**src/rtl/mdu_iter_if.sv**
```systemverilog
// Handshake and writeback bundle between the CPU decode/regfile side and the
// iterative multiply/divide unit.
interface mdu_iter_if;
  logic        start;
  logic [1:0]  op;
  logic [31:0] a;
  logic [31:0] b;
  logic [4:0]  rd;
  logic        stall;
  logic        busy;
  logic        done;
  logic [31:0] wd;
  logic [4:0]  wn;
  logic        we;

  modport master (
    output start, op, a, b, rd,
    input  stall, busy, done, wd, wn, we
  );

  modport slave (
    input  start, op, a, b, rd,
    output stall, busy, done, wd, wn, we
  );
endinterface

```
**src/rtl/mdu_iter.sv**
```systemverilog
// Iterative 32-bit multiply/divide unit: 32 shift-add or restoring-divide steps,
// then a one-cycle register file write. Divider present only with MDU_DIV_EN.
module mdu_iter (
  input  logic      clk,
  input  logic      clrn,
  mdu_iter_if.slave m
);

  typedef enum logic [1:0] {IDLE = 2'd0, RUN = 2'd1, DONE = 2'd2} state_t;

  state_t      state, state_d;
  logic [4:0]  cnt;
  logic [31:0] opnd;     // multiplicand (a) or divisor (b)
  logic [63:0] acc;      // {hi, lo} product, or {remainder, quotient}
  logic [63:0] step;
  logic [32:0] sum;
  logic [31:0] res;
  logic        sel_hi;
  logic [4:0]  rd_r;
  logic [31:0] wd_r;
  logic [4:0]  wn_r;
  logic        we_r;
`ifdef MDU_DIV_EN
  logic        is_div;
  logic [32:0] trial;
`endif

  // NOTE: state is updated with non-blocking assignments so every flop samples
  // the pre-edge values; blocking here would race with the datapath block.
  always_ff @(posedge clk or negedge clrn) begin
    if (!clrn) state <= IDLE;
    else       state <= state_d;
  end

  // NOTE: every always_comb output gets a default first, otherwise a path that
  // leaves it unassigned infers a latch.
  always_comb begin
    state_d = state;
    unique case (state)
      IDLE: begin
        if (m.start) begin
`ifdef MDU_DIV_EN
          state_d = RUN;
`else
          state_d = m.op[1] ? DONE : RUN;
`endif
        end
      end
      RUN:     if (cnt == 5'd31) state_d = DONE;
      DONE:    state_d = IDLE;
      default: state_d = IDLE;
    endcase
  end

  always_comb begin
    m.stall = ((state == IDLE) && m.start) || (state == RUN);
    m.busy  = (state == RUN) || (state == DONE);
    m.done  = (state == DONE);
  end

  // One iteration. The divide reuses acc as {rem[31:0], quo}: the 33-bit
  // partial remainder after the left shift is acc[63:31].
  always_comb begin
    sum  = {1'b0, acc[63:32]} + {1'b0, (acc[0] ? opnd : 32'd0)};
    step = {sum, acc[31:1]};
`ifdef MDU_DIV_EN
    trial = acc[63:31] - {1'b0, opnd};
    if (is_div)
      step = trial[32] ? {acc[62:0], 1'b0} : {trial[31:0], acc[30:0], 1'b1};
`endif
    res = sel_hi ? step[63:32] : step[31:0];
  end

  always_ff @(posedge clk or negedge clrn) begin
    if (!clrn) begin
      cnt    <= '0;
      opnd   <= '0;
      acc    <= '0;
      sel_hi <= 1'b0;
      rd_r   <= '0;
      wd_r   <= '0;
      wn_r   <= '0;
      we_r   <= 1'b0;
`ifdef MDU_DIV_EN
      is_div <= 1'b0;
`endif
    end else begin
      unique case (state)
        IDLE: begin
          if (m.start) begin
            cnt    <= '0;
            sel_hi <= m.op[0];
            rd_r   <= m.rd;
`ifdef MDU_DIV_EN
            is_div <= m.op[1];
            opnd   <= m.op[1] ? m.b : m.a;
            acc    <= {32'd0, (m.op[1] ? m.a : m.b)};
`else
            opnd   <= m.a;
            acc    <= {32'd0, m.b};
            if (m.op[1]) begin
              wd_r <= 32'd0;
              wn_r <= m.rd;
              we_r <= (m.rd != 5'd0);
            end
`endif
          end
        end
        RUN: begin
          acc <= step;
          cnt <= cnt + 5'd1;
          if (cnt == 5'd31) begin
            wd_r <= res;
            wn_r <= rd_r;
            we_r <= (rd_r != 5'd0);
          end
        end
        DONE:    we_r <= 1'b0;
        default: we_r <= 1'b0;
      endcase
    end
  end

  assign m.wd = wd_r;
  assign m.wn = wn_r;
  assign m.we = we_r;

endmodule
```
**src/flat_wrapper.sv**
```systemverilog
// flat-port wrapper written by rule: the top's interface ports become plain ports
module mdu_iter_flat 
  (clk, clrn, m_start, m_op, m_a, m_b, m_rd, m_stall, m_busy, m_done, m_wd, m_wn, m_we);
  mdu_iter_if m_i ();
  input  logic clk;
  input  logic clrn;
  input wire logic [$bits(m_i.start)-1:0] m_start;
  input wire logic [$bits(m_i.op)-1:0] m_op;
  input wire logic [$bits(m_i.a)-1:0] m_a;
  input wire logic [$bits(m_i.b)-1:0] m_b;
  input wire logic [$bits(m_i.rd)-1:0] m_rd;
  output wire logic [$bits(m_i.stall)-1:0] m_stall;
  output wire logic [$bits(m_i.busy)-1:0] m_busy;
  output wire logic [$bits(m_i.done)-1:0] m_done;
  output wire logic [$bits(m_i.wd)-1:0] m_wd;
  output wire logic [$bits(m_i.wn)-1:0] m_wn;
  output wire logic [$bits(m_i.we)-1:0] m_we;
  assign m_i.start = m_start;
  assign m_i.op = m_op;
  assign m_i.a = m_a;
  assign m_i.b = m_b;
  assign m_i.rd = m_rd;
  assign m_stall = m_i.stall;
  assign m_busy = m_i.busy;
  assign m_done = m_i.done;
  assign m_wd = m_i.wd;
  assign m_wn = m_i.wn;
  assign m_we = m_i.we;
  mdu_iter u_core (.clk(clk), .clrn(clrn), .m(m_i));
endmodule
```
**config.mk**
```make
export PLATFORM = sky130hd
export DESIGN_NAME = mdu_iter_flat
export DESIGN_NICKNAME = d
export VERILOG_FILES = /design/src/rtl/mdu_iter_if.sv /design/src/rtl/mdu_iter.sv /design/src/flat_wrapper.sv
export SDC_FILE = /design/constraint.sdc
export NUM_CORES = 1
export LEC_CHECK = 0
export ABC_AREA = 1
export BUFFER_PORTS_ARGS = -buffer_cell sky130_fd_sc_hd__buf_2
export CORE_MARGIN = 1.5
export CORE_UTILIZATION = 50
export CTS_BUF_LIST = sky130_fd_sc_hd__clkbuf_4 sky130_fd_sc_hd__clkbuf_8 sky130_fd_sc_hd__clkbuf_16
export DETAILED_ROUTE_END_ITERATION = 10
export GPL_ROUTABILITY_DRIVEN = 0
export PLACE_DENSITY_LB_ADDON = 0.15
export SYNTH_ARGS = -nofsm -noshare
export SYNTH_HDL_FRONTEND = slang
export SYNTH_SLANG_ARGS = --single-unit
```
**constraint.sdc**
```tcl
create_clock -name clk -period 3.32 [get_ports clk]
set_input_delay 0.166 -clock clk [delete_from_list [all_inputs] [get_ports clk]]
set_output_delay 0.166 -clock clk [all_outputs]
set_load 0.01 [all_outputs]
```
==> impl_metrics.env, run 1 <==
export IMPL_finalCritPeriodShare_pct=76.9
export IMPL_post_dp_hpwl_um=17000
export IMPL_setup_viol=0
export IMPL_layout_setup_ws_ns=0.767
export IMPL_gr_total_overflow=0
export IMPL_grt_use_total_pct=26.8
export IMPL_vias=8330
export IMPL_synth_top_cell_area_share_pct=41.1
export IMPL_path_buf_inv=2
export IMPL_clk_latency_ns=0.44
export IMPL_design_area_mm2=0.0109
export IMPL_vdd_drop_max_mv=0.694
export IMPL_yosysWarnings=0
export IMPL_seq_area_frac_synth_pct=41.1
export IMPL_syn_area_per_cell_um2=7.17
export IMPL_clk_path_buf_depth=2
export IMPL_fin_util_pct=62.3
export IMPL_crit_type="reg2reg"
export IMPL_grt_max_degree=84
export IMPL_num_rows=48
export IMPL_status="complete, but fails checks"
export IMPL_path_delay_family="simple AND/OR/NAND/NOR gates"
export IMPL_hold_path_class="in2reg"
export IMPL_diodes=0
export IMPL_cts_tree="built"
export IMPL_cp_required_ns=3.64
export IMPL_yosys_register_bits=147
export IMPL_drt_total_wl_um=24000
export IMPL_fin_setup_tns_ns=0
export IMPL_synth_edf_count=0
export IMPL_post_drt_wl_per_cell_um=14.6
export IMPL_critPathLaunchType="flop"
export IMPL_timing_max_cap_violations=0
export IMPL_path_max_fanout=30
export IMPL_place_ws_ns=0.778
export IMPL_fmax_mhz=392
export IMPL_finalCriticalPeriod_ns=2.55
export IMPL_cp_common_cell="nand2_1"
export IMPL_io_buffers=114
export IMPL_grt_first_pass_wirelength_um=38400
export IMPL_hold_ws_ns=-0.00403
export IMPL_arrival_ns=2.88
export IMPL_grt_pass1_vias=7803
export IMPL_clock_skew_ns=0.0114
export IMPL_drt_antenna_violating_nets=0
export IMPL_initial_core_util_pct=51.4
export IMPL_slowest_delay_ns=0.39
export IMPL_dpl_cell_area_mm2=0.00970
export IMPL_drc_errors=0
export IMPL_synthCells=1248
export IMPL_die_area_mm2=0.0187
export IMPL_numCtsBuffers=17
export IMPL_synth_top_area_cell="dfrtp_1"
export IMPL_first_iter_violations=699
export IMPL_nFillCells=1639
export IMPL_antenna_found_initial=0
export IMPL_die_w_um=137
export IMPL_cts_max_level=4
export IMPL_ys_types=39
export IMPL_worst_slew_pin_slew_ns=0.795
export IMPL_syn_area_mm2=0.00895
export IMPL_slowest_stage="dfrtp_1"
export IMPL_yosys_top_cells_area="dfrtp_1, nand2_1, inv_1"
export IMPL_cp_end_kind="flop"
export IMPL_ctsRootBufferMaster="clkbuf_16"
export IMPL_io_pins=115
export IMPL_nets=1523
export IMPL_rsz0062_at_grt="false"
export IMPL_final_hold_violation_count=1
export IMPL_worstPathCellList="buf_4 -> nand2_1 -> inv_1 -> ha_1 -> or2_2 -> nand3_1 -> nand2_1 -> nand2_1 -> nand2_1 -> nand2_1 -> nand2_1 -> nand2_1 -> nand3_1 -> nand2_1 -> nand2_1"
export IMPL_slew_violations=0
export IMPL_syn_num_nets=1360
export IMPL_relSlewSlack_pct=47.0
export IMPL_dieHeight_um=137
export IMPL_cts_clk_slew_worst_paths_ns=0.07
export IMPL_coreArea_mm2=0.0174
export IMPL_cts_sinks=147
export IMPL_viasPerCell=5.06
export IMPL_cellPowerDensity_mw_per_mm2=956
export IMPL_syn_to_final_growth_pct=21.3
export IMPL_cts_resized=0
export IMPL_synth_ff_type="dfrtp_1"
export IMPL_firstDrtPassIters=5
export IMPL_p_leak_nw=6.08
export IMPL_violations="hold timing"
export IMPL_drive_above_1_share_pct=14.1
export IMPL_async_flop_share_pct=100
-- cell usage in the layout (no fill, tap or decap), types with 2 or more instances in the layout --
cell type / Yosys / layout
o21ai_0: 54 / 54
a31oi_1: 14 / 14
nand3_1: 41 / 41
dlygate4sd3_1: 0 / 62
inv_1: 191 / 191
a21oi_1: 48 / 48
nor3_1: 9 / 9
o211ai_1: 24 / 24
buf_4: 7 / 8
dfrtp_1: 147 / 147
clkinvlp_4: 0 / 4
clkbuf_16: 0 / 17
clkinv_4: 0 / 2
mux2_2: 35 / 35
ha_1: 37 / 36
and2_1: 5 / 5
nand2_2: 2 / 2
buf_2: 13 / 113
nor2_1: 62 / 62
clkbuf_4: 0 / 2
xnor2_1: 15 / 15
o21ai_1: 7 / 6
inv_6: 0 / 3
o21ai_4: 1 / 2
inv_2: 5 / 5
nand2_1: 493 / 493
nor4_1: 2 / 2
-- metrics by stage --
stage          std cells  hold WS (ns)  total power, mW
2_1_floorplan       1248        -0.130             6.95
3_3_place_gp        1555         0.285             8.43
3_5_place_dp        1555         0.292             8.50
4_1_cts             1647      0.000388             10.4
5_1_grt             1647        0.0176             11.3
6_report            1647      -0.00403             10.4
-- synthesized netlist by cell type (3+ instances only) --
library cell / instances
ha_1: 37
dfrtp_1: 147
inv_1: 191
nand3_1: 41
buf_4: 7
nand2_1: 493
a21oi_1: 48
buf_1: 3
clkbuf_1: 17
and2_1: 5
inv_2: 5
a31oi_1: 14
o21ai_0: 54
nor3_1: 9
nor2_1: 62
mux2_2: 35
o21ai_1: 7
o211ai_1: 24
buf_2: 13
xnor2_1: 15
-- power breakdown --
| part | total (mW) | leakage [nW] | internal (mW) | switching [mW] |
|---|---|---|---|---|
| clock | 1.78 | 0.252 | 0.989 | 0.792 |
| combinational | 5.59 | 3.99 | 1.95 | 3.65 |
| sequential | 3.00 | 1.84 | 2.56 | 0.445 |
-- logic make-up after synthesis --
group	after synthesis	synth area share, %
compound gates	155	9.89
mux	36	4.52
buf+inv	238	10.5
simple gates	619	27.1
flops	147	41.1
xor+xnor	15	1.47
fa+ha+maj	38	5.40
-- path summary, 6_finish.rpt --
| check | startpoint | endpoint | slack, ns | cells after the start |
|---|---|---|---|---|
| worst max-delay path | u_core.acc[0]$_DFFE_PN0P_ | u_core.m.wd[22]$_DFFE_PN0P_ | 0.77 | 15 |
| worst min-delay path | m_b[1] | u_core.acc[1]$_DFFE_PN0P_ | -0.004 | 3 |
| worst max register to register | u_core.acc[0]$_DFFE_PN0P_ | u_core.m.wd[22]$_DFFE_PN0P_ | 0.77 | 15 |
| worst min register to register | u_core.m.wd[25]$_DFFE_PN0P_ | u_core.m.wd[25]$_DFFE_PN0P_ | 0.48 | 2 |
| max in group asynchronous | clrn | u_core.m.wd[25]$_DFFE_PN0P_ | 2.15 | 3 |
| min in group asynchronous | clrn | u_core.opnd[7]$_DFFE_PN0P_ | 0.37 | 2 |
-- worst register-to-register path, cell delays in order, from the launching register on --
cell     delay, ns
dfrtp_1       0.39
buf_4         0.35
nand2_1       0.10
inv_1         0.07
ha_1          0.30
or2_2         0.34
nand3_1       0.09
nand2_1       0.11
nand2_1       0.08
nand2_1       0.12
nand2_1       0.14
nand2_1       0.06
nand2_1       0.07
nand3_1       0.08
nand2_1       0.08
nand2_1       0.05
-- sequential cells by signal, indices dropped and copies added, names as in the netlist --
signal	cells
u_core.acc	64
u_core.m.wd	32
u_core.opnd	32
u_core.cnt	5
u_core.m.wn	5
u_core.rd_r	5
u_core.state	2
u_core.m.we	1
u_core.sel_hi	1
-- layer usage --
layer | part of all wire, % | global-route usage, % | vias up | wire length, um
met5 | 0 | 0 | - | 0
met4 | 1.7 | 8.33 | 0 | 400
met3 | 5.9 | 4.56 | 27 | 1430
met2 | 43 | 40.7 | 262 | 10400
met1 | 49 | 39.0 | 3839 | 11800
li1 | - | - | 4202 | -
-- what timing repair did --
| item | CTS | global route |
|---|---|---|
| hold buffers | 62 | 0 |
| hold endpoints to repair | 143 | 0 |
| setup buffers | 0 | 0 |
-- area by class of cell --
type                    count  area (um^2)  share of cell area [%]
multi-input cells         863         4340                    40.0
flip-flops and latches    147         3680                    33.9
repair buffers            185         1280                    11.8
inverters                 197          739                    6.81
clock buffers              20          454                    4.18
well taps                 225          282                    2.59
clock inverters            10         78.8                   0.726
No activity file was read; power rests on OpenSTA's default activity.
==> run 2: changes to the inputs <==
ABC_AREA = 0   (was 1)
clock period = 2.5 ns   (was 3.32 ns; I/O delays follow)
==> run 2 against run 1 <==
- the flow finishes with violations (setup timing)
- worst setup slack worse by 1.1 ns
- cell count down 21%
- die area shrank 8.9%
- sequential share of layout area is 2.3 points lower
- first-iteration DRC count down 12%
- hold slack better by 0.0087 ns
- core utilization is 11 points higher
- maximum frequency is 9.7% lower
- flip-flop and latch count is the same
- global-route usage increased by 2.3 points
- count of clock-buffer cells in the layout is 2 lower
==> impl_metrics.env, run 2 <==
export IMPL_status="complete, but fails checks"
export IMPL_violations="setup timing"
export IMPL_yosysWarnings=0
export IMPL_syn_area_mm2=0.00813
export IMPL_design_area_mm2=0.0116
export IMPL_firstDrtPassIters=5
export IMPL_num_rows=46
export IMPL_layout_commonest_cell="dfrtp_1"
export IMPL_cts_max_level=4
export IMPL_synth_edf_count=0
export IMPL_timing_max_cap_violations=0
export IMPL_switchingPower_mw=5.39
export IMPL_drt_antenna_violating_nets=0
export IMPL_worstPathCellList="buf_12 -> and2_4 -> ha_4 -> o211ai_2 -> o211ai_1 -> buf_4 -> a211oi_4 -> nor2_1 -> o211a_1 -> o31a_1 -> or3_1 -> nand3_2"
export IMPL_nFillCells=1106
export IMPL_rsz0062_at_grt="true"
export IMPL_yosys_top_cells_area="dfrtp_1, mux2i_1, o21ai_0"
export IMPL_finalCritPeriodShare_pct=113
export IMPL_post_drt_wl_per_cell_um=18.6
export IMPL_fin_cells=1305
export IMPL_die_area_mm2=0.0170
export IMPL_numCtsBuffers=17
export IMPL_ys_types=55
export IMPL_grt_max_degree=71
export IMPL_largest_register="u_core.acc"
export IMPL_placed_cells=1202
export IMPL_synth_ff_type="dfrtp_1"
export IMPL_drt_total_wl_um=24300
export IMPL_cts_tree="built"
export IMPL_hold_path_class="in2reg"
export IMPL_initial_core_util_pct=51.2
export IMPL_coreArea_mm2=0.0159
export IMPL_clk_path_buf_depth=2
export IMPL_path_max_fanout=22
export IMPL_arrival_ns=3.20
export IMPL_drc_errors=0
export IMPL_syn_to_final_growth_pct=43.1
export IMPL_seq_area_frac_synth_pct=45.2
export IMPL_gr_total_overflow=0
export IMPL_viasPerCell=5.72
export IMPL_io_pins=115
export IMPL_synthCells=815
export IMPL_diodes=0
export IMPL_path_delay_family="compound AO/OA/AOI/OAI gates"
export IMPL_layout_setup_ws_ns=-0.328
export IMPL_cts_clk_slew_worst_paths_ns=0.06
export IMPL_fmax_mhz=354
export IMPL_clkPwrFrac_pct=20.1
export IMPL_drive_above_1_share_pct=37.5
export IMPL_syn_num_nets=927
export IMPL_critPathLaunchType="flop"
export IMPL_crit_type="reg2reg"
export IMPL_worst_slew_pin_slew_ns=0.661
export IMPL_vdd_drop_max_mv=0.840
export IMPL_grt_use_total_pct=29.1
export IMPL_synth_top_area_cell="dfrtp_1"
export IMPL_grt_pass1_vias=7656
export IMPL_ctsRootBufferMaster="clkbuf_16"
export IMPL_grt_first_pass_wirelength_um=38100
export IMPL_first_iter_violations=613
export IMPL_p_int_mw=7.93
export IMPL_io_buffers=114
export IMPL_dieHeight_um=131
export IMPL_final_cell_mix="dfrtp_1, buf_2, buf_4"
export IMPL_syn_area_per_cell_um2=9.98
export IMPL_p_leak_nw=5.41
export IMPL_die_w_um=131
export IMPL_post_dp_hpwl_um=16300
export IMPL_sw_frac_of_total_pct=40.4
export IMPL_cp_required_ns=2.87
export IMPL_slew_violations=0
export IMPL_dpl_cell_area_mm2=0.00985
export IMPL_antenna_found_initial=0
export IMPL_vias=7463
export IMPL_clock_skew_ns=0.00834
export IMPL_slowest_delay_ns=0.41
export IMPL_cts_sinks=147
export IMPL_synth_top_cell_area_share_pct=45.2
export IMPL_slowest_stage="dfrtp_1"
export IMPL_cellPowerDensity_mw_per_mm2=1140
export IMPL_final_hold_violation_count=0
export IMPL_combPwrFrac_pct=50.6
export IMPL_path_buf_inv=2
export IMPL_largest_reg_flops=64
export IMPL_relSlewSlack_pct=55.9
export IMPL_synth_cells_most_frequent="dfrtp_1, nand2_1, o21ai_0"
export IMPL_share_seq_of_total_power_pct=29.3
export IMPL_clk_latency_ns=0.43
export IMPL_async_flop_share_pct=100
export IMPL_finalCriticalPeriod_ns=2.83
export IMPL_cp_end_kind="flop"
export IMPL_place_ws_ns=-0.411
export IMPL_yosys_register_bits=147
export IMPL_nets=1188
export IMPL_setup_viol=34
export IMPL_synth_most_common_cell="dfrtp_1"
run 2: cell count changes after synthesis, moves of 11 or more:
cell      before  now
xor2_1         0   14
a22o_1         1   25
and2_1         5   33
nor2_1        62   21
mux2i_1        1   54
inv_1        191   14
nand2_1      493  107
o211ai_1      24    3
clkbuf_1      17   37
buf_2         13    0
nand3_1       41   11
o21ai_0       54  105
a21o_1         1   12
run 2: kinds of logic (layout without fill, tap and decap cells):
group	count (synthesis)	after routing	synth area share, %
buf+inv	58	332	2.68
compound gates	231	231	18.0
flops	147	147	45.2
fa+ha+maj	38	38	5.94
xor+xnor	27	27	2.91
simple gates	221	221	13.2
mux	93	93	12.0
run 2: metal layers:
| metal | up-vias | wire (um) | GRT usage [%] |
|---|---|---|---|
| li1 | 3436 | - | - |
| met1 | 3723 | 10500 | 38.3 |
| met2 | 256 | 11900 | 48.0 |
| met3 | 48 | 1320 | 5.62 |
| met4 | 0 | 538 | 10.7 |
| met5 | - | 0 | 0 |
run 2: worst paths after layout:
kind,startpoint,to,slack (ns),cells past startpoint
setup / recovery,u_core.acc[0]$_DFFE_PN0P_,u_core.m.wd[26]$_DFFE_PN0P_,-0.33,12
hold / removal,m_b[2],u_core.acc[2]$_DFFE_PN0P_,0.005,3
setup reg to reg,u_core.acc[0]$_DFFE_PN0P_,u_core.m.wd[26]$_DFFE_PN0P_,-0.33,12
hold reg to reg,u_core.m.wd[18]$_DFFE_PN0P_,u_core.m.wd[18]$_DFFE_PN0P_,0.49,2
max in group asynchronous,clrn,u_core.sel_hi$_DFFE_PN0P_,1.45,3
min in group asynchronous,clrn,u_core.opnd[10]$_DFFE_PN0P_,0.27,2
run 2: through the flow:
stage | power [mW] | hold WS, ns | setup TNS (ns) | util, %
2_1_floorplan | 7.65 | -0.171 | -0.0786 | -
3_3_place_gp | 9.65 | 0.182 | -4.77 | 62.0
3_5_place_dp | 9.91 | 0.173 | -6.62 | 62.0
4_1_cts | 13.0 | 0.00110 | -3.69 | 71.7
5_1_grt | 14.1 | 0.0262 | -8.02 | 73.2
6_report | 13.3 | 0.00471 | -5.01 | 73.2
run 2: power by group through the flow:
stage          registers, mW  logic, mW  clock network (mW)
2_1_floorplan           3.67       3.97                   0
3_3_place_gp            3.85       5.81                   0
3_5_place_dp            3.89       6.02                   0
4_1_cts                 3.88       6.43                2.70
5_1_grt                 3.98       7.29                2.80
6_report                3.90       6.74                2.68
run 2: what timing repair did:
item	4_1_cts	5_1_grt
endpoints found under the setup margin	39	43
gates cloned	0	0
hold buffers	55	0
buffers inserted	13	5
resized for setup	74	51
pin swaps	34	28
endpoints found under the hold margin	121	0
run 2: worst reg2reg max path: cells and delay by family, from the launching register on:
family	cells	cell delay (ns)
AOI/OAI and AO/OA	5	1.13
buffers and inverters	2	0.34
and+or+nand+nor	4	0.65
adders and majority gates	1	0.23
DFF	1	0.41
run 2: layout make-up:
cell class / count / area [um^2] / area share, %
clock buffer: 18 / 433 / 3.72
multi-input combinational: 610 / 4960 / 42.6
inverter: 14 / 52.6 / 0.452
timing repair buffer: 286 / 2060 / 17.7
sequential: 147 / 3680 / 31.6
tap: 216 / 270 / 2.32
clock inverter: 14 / 178 / 1.53
